[src/rtl/multi_lane_instr_queue_pkg.sv]
// Shared widths and helpers for the multi-lane instruction queue.
package iq_pkg;

    localparam int unsigned INSTR_W   = 32;
    localparam int unsigned PC_W      = 32;
    localparam int unsigned MAX_LANES = 4;

    // Pointer width: slot index bits plus one wrap bit.
    function automatic int unsigned ptr_w(input int unsigned depth);
        return $clog2(depth) + 1;
    endfunction

    // Number of contiguous set bits starting at bit 0.
    function automatic int unsigned prefix_run(input logic [MAX_LANES-1:0] vec);
        int unsigned n;
        logic        stop;
        n    = 0;
        stop = 1'b0;
        for (int unsigned i = 0; i < MAX_LANES; i++) begin
            if (!vec[i]) stop = 1'b1;
            if (!stop) n++;
        end
        return n;
    endfunction

endpackage

[src/rtl/multi_lane_instr_queue_if.sv]
// Enqueue/dequeue handshake bundle between front end, queue and dispatch.
interface multi_lane_instr_queue_if
    import iq_pkg::*;
#(
    parameter int unsigned DEPTH       = 16,
    parameter int unsigned INSTR_WIDTH = INSTR_W,
    parameter int unsigned PC_WIDTH    = PC_W,
    parameter int unsigned LANES       = 2
);
    logic [LANES-1:0]             enq_valid;
    logic [LANES*INSTR_WIDTH-1:0] enq_instr;
    logic [LANES*PC_WIDTH-1:0]    enq_pc;
    logic                         enq_ready;
    logic [LANES-1:0]             deq_valid;
    logic [LANES*INSTR_WIDTH-1:0] deq_instr;
    logic [LANES*PC_WIDTH-1:0]    deq_pc;
    logic [LANES-1:0]             deq_ready;
    logic [$clog2(DEPTH):0]       count;
    logic                         full;
    logic                         empty;

    modport master (
        output enq_valid, enq_instr, enq_pc, deq_ready,
        input  enq_ready, deq_valid, deq_instr, deq_pc, count, full, empty
    );

    modport slave (
        input  enq_valid, enq_instr, enq_pc, deq_ready,
        output enq_ready, deq_valid, deq_instr, deq_pc, count, full, empty
    );
endinterface

[src/rtl/multi_lane_instr_queue_lane_prefix_count.sv]
// Leading-ones counter over a LANES-bit lane vector.
module lane_prefix_count
    import iq_pkg::*;
#(
    parameter int unsigned LANES = 2,
    localparam int unsigned CW   = $clog2(LANES + 1)
) (
    input  logic [LANES-1:0] vec,
    output logic [CW-1:0]    run
);
    // Run length from lane 0; a gap ends the run.
    always_comb begin
        run = CW'(prefix_run(MAX_LANES'(vec)));
    end
endmodule

[src/rtl/multi_lane_instr_queue.sv]
// Multi-lane FWFT instruction queue: circular buffer with wrap-bit pointers.
module multi_lane_instr_queue
    import iq_pkg::*;
#(
    parameter int unsigned DEPTH       = 16,
    parameter int unsigned INSTR_WIDTH = INSTR_W,
    parameter int unsigned PC_WIDTH    = PC_W,
    parameter int unsigned LANES       = 2
) (
    input  logic                       clk,
    input  logic                       reset,
    input  logic                       flush,
    multi_lane_instr_queue_if.slave    q
);
    localparam int unsigned AW = $clog2(DEPTH);
    localparam int unsigned PW = ptr_w(DEPTH);
    localparam int unsigned CW = $clog2(LANES + 1);

    logic [INSTR_WIDTH-1:0] instr_mem [DEPTH];
    logic [PC_WIDTH-1:0]    pc_mem    [DEPTH];

    logic [PW-1:0]    head, tail, count;
    logic             enq_rdy;
    logic [LANES-1:0] dv, deq_take;
    logic [CW-1:0]    n_enq, n_deq;

    assign count   = tail - head;
    assign enq_rdy = (count <= PW'(DEPTH - LANES));

    assign q.count     = count;
    assign q.full      = (count == PW'(DEPTH));
    assign q.empty     = (count == '0);
    assign q.enq_ready = enq_rdy;
    assign q.deq_valid = dv;
    assign deq_take    = dv & q.deq_ready;

    lane_prefix_count #(.LANES(LANES)) u_enq_run (.vec(q.enq_valid), .run(n_enq));
    lane_prefix_count #(.LANES(LANES)) u_deq_run (.vec(deq_take),    .run(n_deq));

    // Combinational head-window read; invalid lanes are forced to zero.
    always_comb begin
        dv          = '0;
        q.deq_instr = '0;
        q.deq_pc    = '0;
        for (int unsigned i = 0; i < LANES; i++) begin
            dv[i] = (count > PW'(i));
            if (dv[i]) begin
                q.deq_instr[i*INSTR_WIDTH +: INSTR_WIDTH] = instr_mem[AW'(head + PW'(i))];
                q.deq_pc[i*PC_WIDTH +: PC_WIDTH]          = pc_mem[AW'(head + PW'(i))];
            end
        end
    end

    // Pointer update; flush wins over both enqueue and dequeue.
    always_ff @(posedge clk or posedge reset) begin
        if (reset) begin
            head <= '0;
            tail <= '0;
        end else if (flush) begin
            head <= '0;
            tail <= '0;
        end else begin
            if (enq_rdy) tail <= tail + PW'(n_enq);
            head <= head + PW'(n_deq);
        end
    end

    // Per-lane storage write at tail+i for the accepted prefix of lanes.
    always_ff @(posedge clk) begin
        if (!flush && enq_rdy) begin
            for (int unsigned i = 0; i < LANES; i++) begin
                if (CW'(i) < n_enq) begin
                    instr_mem[AW'(tail + PW'(i))] <= q.enq_instr[i*INSTR_WIDTH +: INSTR_WIDTH];
                    pc_mem[AW'(tail + PW'(i))]    <= q.enq_pc[i*PC_WIDTH +: PC_WIDTH];
                end
            end
        end
    end
endmodule

[src/flat_wrapper.sv]
// flat-port wrapper written by rule: the top's interface ports become plain ports
module multi_lane_instr_queue_flat import iq_pkg::*;
#(
    parameter int unsigned DEPTH       = 16,
    parameter int unsigned INSTR_WIDTH = INSTR_W,
    parameter int unsigned PC_WIDTH    = PC_W,
    parameter int unsigned LANES       = 2
)
  (clk, reset, flush, q_enq_valid, q_enq_instr, q_enq_pc, q_deq_ready, q_enq_ready, q_deq_valid, q_deq_instr, q_deq_pc, q_count, q_full, q_empty);
  multi_lane_instr_queue_if #(.DEPTH(DEPTH), .INSTR_WIDTH(INSTR_WIDTH), .PC_WIDTH(PC_WIDTH), .LANES(LANES)) q_i ();
  input  logic clk;
  input  logic reset;
  input  logic flush;
  input wire logic [$bits(q_i.enq_valid)-1:0] q_enq_valid;
  input wire logic [$bits(q_i.enq_instr)-1:0] q_enq_instr;
  input wire logic [$bits(q_i.enq_pc)-1:0] q_enq_pc;
  input wire logic [$bits(q_i.deq_ready)-1:0] q_deq_ready;
  output wire logic [$bits(q_i.enq_ready)-1:0] q_enq_ready;
  output wire logic [$bits(q_i.deq_valid)-1:0] q_deq_valid;
  output wire logic [$bits(q_i.deq_instr)-1:0] q_deq_instr;
  output wire logic [$bits(q_i.deq_pc)-1:0] q_deq_pc;
  output wire logic [$bits(q_i.count)-1:0] q_count;
  output wire logic [$bits(q_i.full)-1:0] q_full;
  output wire logic [$bits(q_i.empty)-1:0] q_empty;
  assign q_i.enq_valid = q_enq_valid;
  assign q_i.enq_instr = q_enq_instr;
  assign q_i.enq_pc = q_enq_pc;
  assign q_i.deq_ready = q_deq_ready;
  assign q_enq_ready = q_i.enq_ready;
  assign q_deq_valid = q_i.deq_valid;
  assign q_deq_instr = q_i.deq_instr;
  assign q_deq_pc = q_i.deq_pc;
  assign q_count = q_i.count;
  assign q_full = q_i.full;
  assign q_empty = q_i.empty;
  multi_lane_instr_queue #(.DEPTH(DEPTH), .INSTR_WIDTH(INSTR_WIDTH), .PC_WIDTH(PC_WIDTH), .LANES(LANES)) u_core (.clk(clk), .reset(reset), .flush(flush), .q(q_i));
endmodule
[config.mk]
export PLATFORM = sky130hd
export DESIGN_NAME = multi_lane_instr_queue_flat
export DESIGN_NICKNAME = d
export VERILOG_FILES = /design/src/rtl/multi_lane_instr_queue_pkg.sv /design/src/rtl/multi_lane_instr_queue_if.sv /design/src/rtl/multi_lane_instr_queue_lane_prefix_count.sv /design/src/rtl/multi_lane_instr_queue.sv /design/src/flat_wrapper.sv
export SDC_FILE = /design/constraint.sdc
export NUM_CORES = 2
export LEC_CHECK = 0
export CAP_MARGIN = 20
export CORE_ASPECT_RATIO = 0.6
export CORE_MARGIN = 3
export CORE_UTILIZATION = 67
export CTS_CLUSTER_SIZE = 28
export DETAILED_ROUTE_END_ITERATION = 16
export GPL_TIMING_DRIVEN = 0
export HOLD_SLACK_MARGIN = 0.05
export PLACE_DENSITY_LB_ADDON = 0.15
export SKIP_CTS_REPAIR_TIMING = 1
export SLEW_MARGIN = 10
export SYNTH_ARGS = -nofsm -noshare
export SYNTH_HDL_FRONTEND = slang
export SYNTH_SLANG_ARGS = --single-unit
[constraint.sdc]
create_clock -name clk -period 26.9 [get_ports clk]
set_input_delay 5.38 -clock clk [delete_from_list [all_inputs] [get_ports clk]]
set_output_delay 5.38 -clock clk [all_outputs]
set_load 0.02 [all_outputs]
==> run summary <==
Most frequent cell on the critical path: clkbuf_1
Post-route met1 wirelength: 72,000 µm
Clock tree from TritonCTS: built
Count of final max-slew check failures: 0
Worst skew pair latency: 720 ps
Fraction of post-synthesis cell area in the top cell type by area: 50.1%
Final weighted congestion in routability-driven placement: 0.953
Top delay family on crit path: buffers and inverters
Setup violation total in the final timing report: 0
Number of remaining DRC errors: 0
Crit Reg-Reg Endpoint: u_core.instr_mem[3][8]$_DFFE_PP_
Highest routing layer actually used: met5
Post-synthesis instance total: 3,523
Initial Utilization: 68.0%
Achievable clock frequency: 0.0720 GHz
Detailed-route vias per instance: 8.11
Number of fillers in the final layout: 4,812
Total leakage power: 23.8 nW
Largest net degree at the start of global routing: 17
Cell-by-cell listing of the critical path: clkbuf_1 -> clkbuf_1 -> buf_2 -> buf_1 -> inv_1 -> ha_1 -> and3b_1 -> or3_4 -> a2111oi_0 -> clkbuf_1 -> clkbuf_1 -> a211oi_1 -> clkdlybuf4s50_1
Most frequent cell after synthesis: edfxtp_1
Worst hold path class: reg2reg
Half-perimeter wire length of the detailed placement result: 159,000 µm
Distinct cell type count after synthesis: 52
Final Hold Viols: 0
Synth top cells by count: 1,024 x edfxtp_1, 835 x mux2_2, 576 x mux4_2, 235 x clkbuf_1, 143 x mux2_4
Worst slew margin relative to its limit: 13.9%
H-tree depth: 3
Core region area: 90,300 µm²
Clock net sink count: 1,034
Post-synthesis async set-or-reset flop share: 0.967%
Post-layout nets: 4,268
Global Route Usage Sum: 47.4%
Antenna Violating Nets Remaining: 0
Clock edge transition at the registers on the reported setup and hold paths: 70 ps
Fraction of the core area covered by cells at the end of the flow: 78.6%
Slowest CP cell: clkbuf_1
Count of standard-cell rows: 85
Initial DRT Pass Iterations: 8
Top-level port count: 273
Wire length of the first global-routing pass: 315,000 µm
Input/output buffers: 272
Dominant cell type by area after synthesis: edfxtp_1
Area of the mapped netlist: 61,400 µm²
Logic depth of the worst path, buffers included: 13
Type of destination of the critical path: primary output
Average cell area after synthesis: 17.4 µm²
Power per unit of standard cell area: 88.7 nW/µm²
Arrival time reported for the critical path endpoint: 8500 ps
Hold EP: u_core.head[4]$_DFF_PP0_
Total negative setup slack: 0 ps
Routed length on met2: 95,500 µm
Detail Route met3 WL: 45,500 µm
Final WS setup: 13,020 ps
Share of cells above drive strength 1: 49.9%
Setup Skew: 27.7 ps
Total wire length after detailed routing: 227,000 µm
Synth area leaders: edfxtp_1 50%, mux4_2 21%, mux2_2 15%
Status: finished, final reports clean
Peak per-stage delay on the critical path: 980 ps
Clock buffers created by TritonCTS: 95
Syn nets: 3,670
Worst hold slack: 574 ps
Die X: 397 µm
Number of max-cap violations: 0
Register-to-register setup slack: 18,500 ps
Maximum net fanout on the critical path: 10
Critical path class: reg2out
Critical Path RT: 21,520 ps
Pre-CTS worst setup slack: 14,350 ps
Post-route minimum period: 13,880 ps
Start point of the worst hold path: u_core.head[4]$_DFF_PP0_
Number of buffers between clock root and the deepest sink: 3
Startpoint of the most critical register-to-register path: u_core.head[2]$_DFF_PP0_
Worst slew pin tran: 1290 ps
Most instantiated flip-flop cell in the synthesis netlist: edfxtp_1
Number of antenna violations at the first check in global routing: 24
Crit path buffers/inverters: 8
Post-layout total power: 6.30 mW
Number of flops mapped to enable cells by yosys: 1,024
GRT overflow: 0
Via Count: 44,065
Root cell of the clock tree: clkbuf_16
Proportion of synthesized chip area in sequential cells: 50.5%
R2r worst-path depth: 22
Area enclosed by the die boundary: 95,500 µm²
DR iter-0 viols: 8,990
Setup repair after global routing missed its margin: no
Share of the clock period used by the worst path after layout: 51.6%
IR Drop Worst-Case VDD: 0.0772 mV
Via count of the first global-routing pass: 43,632
Register bit count reported by yosys: 1,034
Area Growth Syn to Fin: 15.6%
Yosys warnings: 0
Count of cells along the worst hold path: 2
Post-detailed-route wirelength per cell: 41.8 µm
Critical Path Source Type: flip-flop
Die height: 241 µm
-- report_power, final --
part / total, mW / internal (mW) / switching [mW]
combinational: 3.04 / 1.31 / 1.73
clock: 1.38 / 0.742 / 0.635
sequential: 1.88 / 1.85 / 0.0370
-- tightest hold or removal path: stages, from the launching register on --
cell and delay, ps:
dfrtp_1 380, xnor2_1 130, nor2_1 40
-- area by class of cell --
class | count | area (µm²) | area share (%)
antenna | 21 | 52.6 | 0.0740
clock buffer | 125 | 2580 | 3.64
inverter | 14 | 52.6 | 0.0740
multi-input combinational | 2057 | 28500 | 40.1
clock inverter | 45 | 404 | 0.569
sequential | 1034 | 31000 | 43.7
timing repair buffer | 501 | 4890 | 6.89
tap | 1218 | 1520 | 2.15
buffer | 418 | 1990 | 2.80
-- kinds of logic after synthesis --
family | count (synthesis) | share of synthesized area (%)
buffers and inverters | 432 | 3.28
muxes | 1665 | 41.8
AOI/OAI and AO/OA | 149 | 1.77
xor gates and xnor gates | 7 | 0.0998
DFF | 1034 | 50.5
adders and majority gates | 12 | 0.281
and+or+nand+nor | 224 | 2.26
-- worst max path at each step --
stage | start | end | slack, ps
floorplan | q_enq_valid[0] | u_core.instr_mem[1][0]$_DFFE_PP_ | 13780
global placement | q_enq_valid[0] | u_core.pc_mem[1][6]$_DFFE_PP_ | 1560
detailed placement | u_core.head[2]$_DFF_PP0_ | q_deq_pc[62] | 14350
CTS | u_core.head[2]$_DFF_PP0_ | q_deq_pc[62] | 13540
global route | u_core.head[2]$_DFF_PP0_ | q_deq_instr[56] | 13070
finish | u_core.head[2]$_DFF_PP0_ | q_deq_instr[56] | 13020
-- flip-flops by register name, summed over array words and instances, names as in the netlist --
name              flops
u_core.instr_mem    512
u_core.pc_mem       512
u_core.head           5
u_core.tail           5
-- metrics by stage --
stage | instance area [µm²] | cells
floorplan | 61400 | 3523
global placement | 65700 | 5013
detailed placement | 67800 | 5227
CTS | 70700 | 5397
global route | 71000 | 5428
finish | 71000 | 5433
-- cells in the final DEF, fill, tap and decap left out, types with 5 or more instances in the layout --
cell type,instances
diode_2,21
nor2_1,13
buf_1,38
nor4_2,5
buf_6,94
ha_1,9
mux2i_1,64
nor3_1,8
clkinv_1,18
mux4_2,576
and2_1,68
mux2_4,143
clkdlybuf4s50_1,272
clkbuf_1,250
clkinv_2,16
buf_8,13
nor2b_1,68
nand2_1,12
a21oi_1,8
inv_1,12
edfxtp_1,1024
bufinv_16,7
nand3_1,12
buf_2,117
dfrtp_1,10
mux2_1,47
a211oi_1,129
mux2_2,835
clkbuf_16,98
clkbuf_2,9
buf_4,141
nor3_2,10
buf_16,6
-- metal layers --
layer  vias to the layer above  GRT usage, %
li1                      15837             -
met1                     21650          62.7
met2                      5459          66.0
met3                      1101          23.1
met4                        18          23.3
met5                         -          1.11
Power figures use the tool's default switching activity.
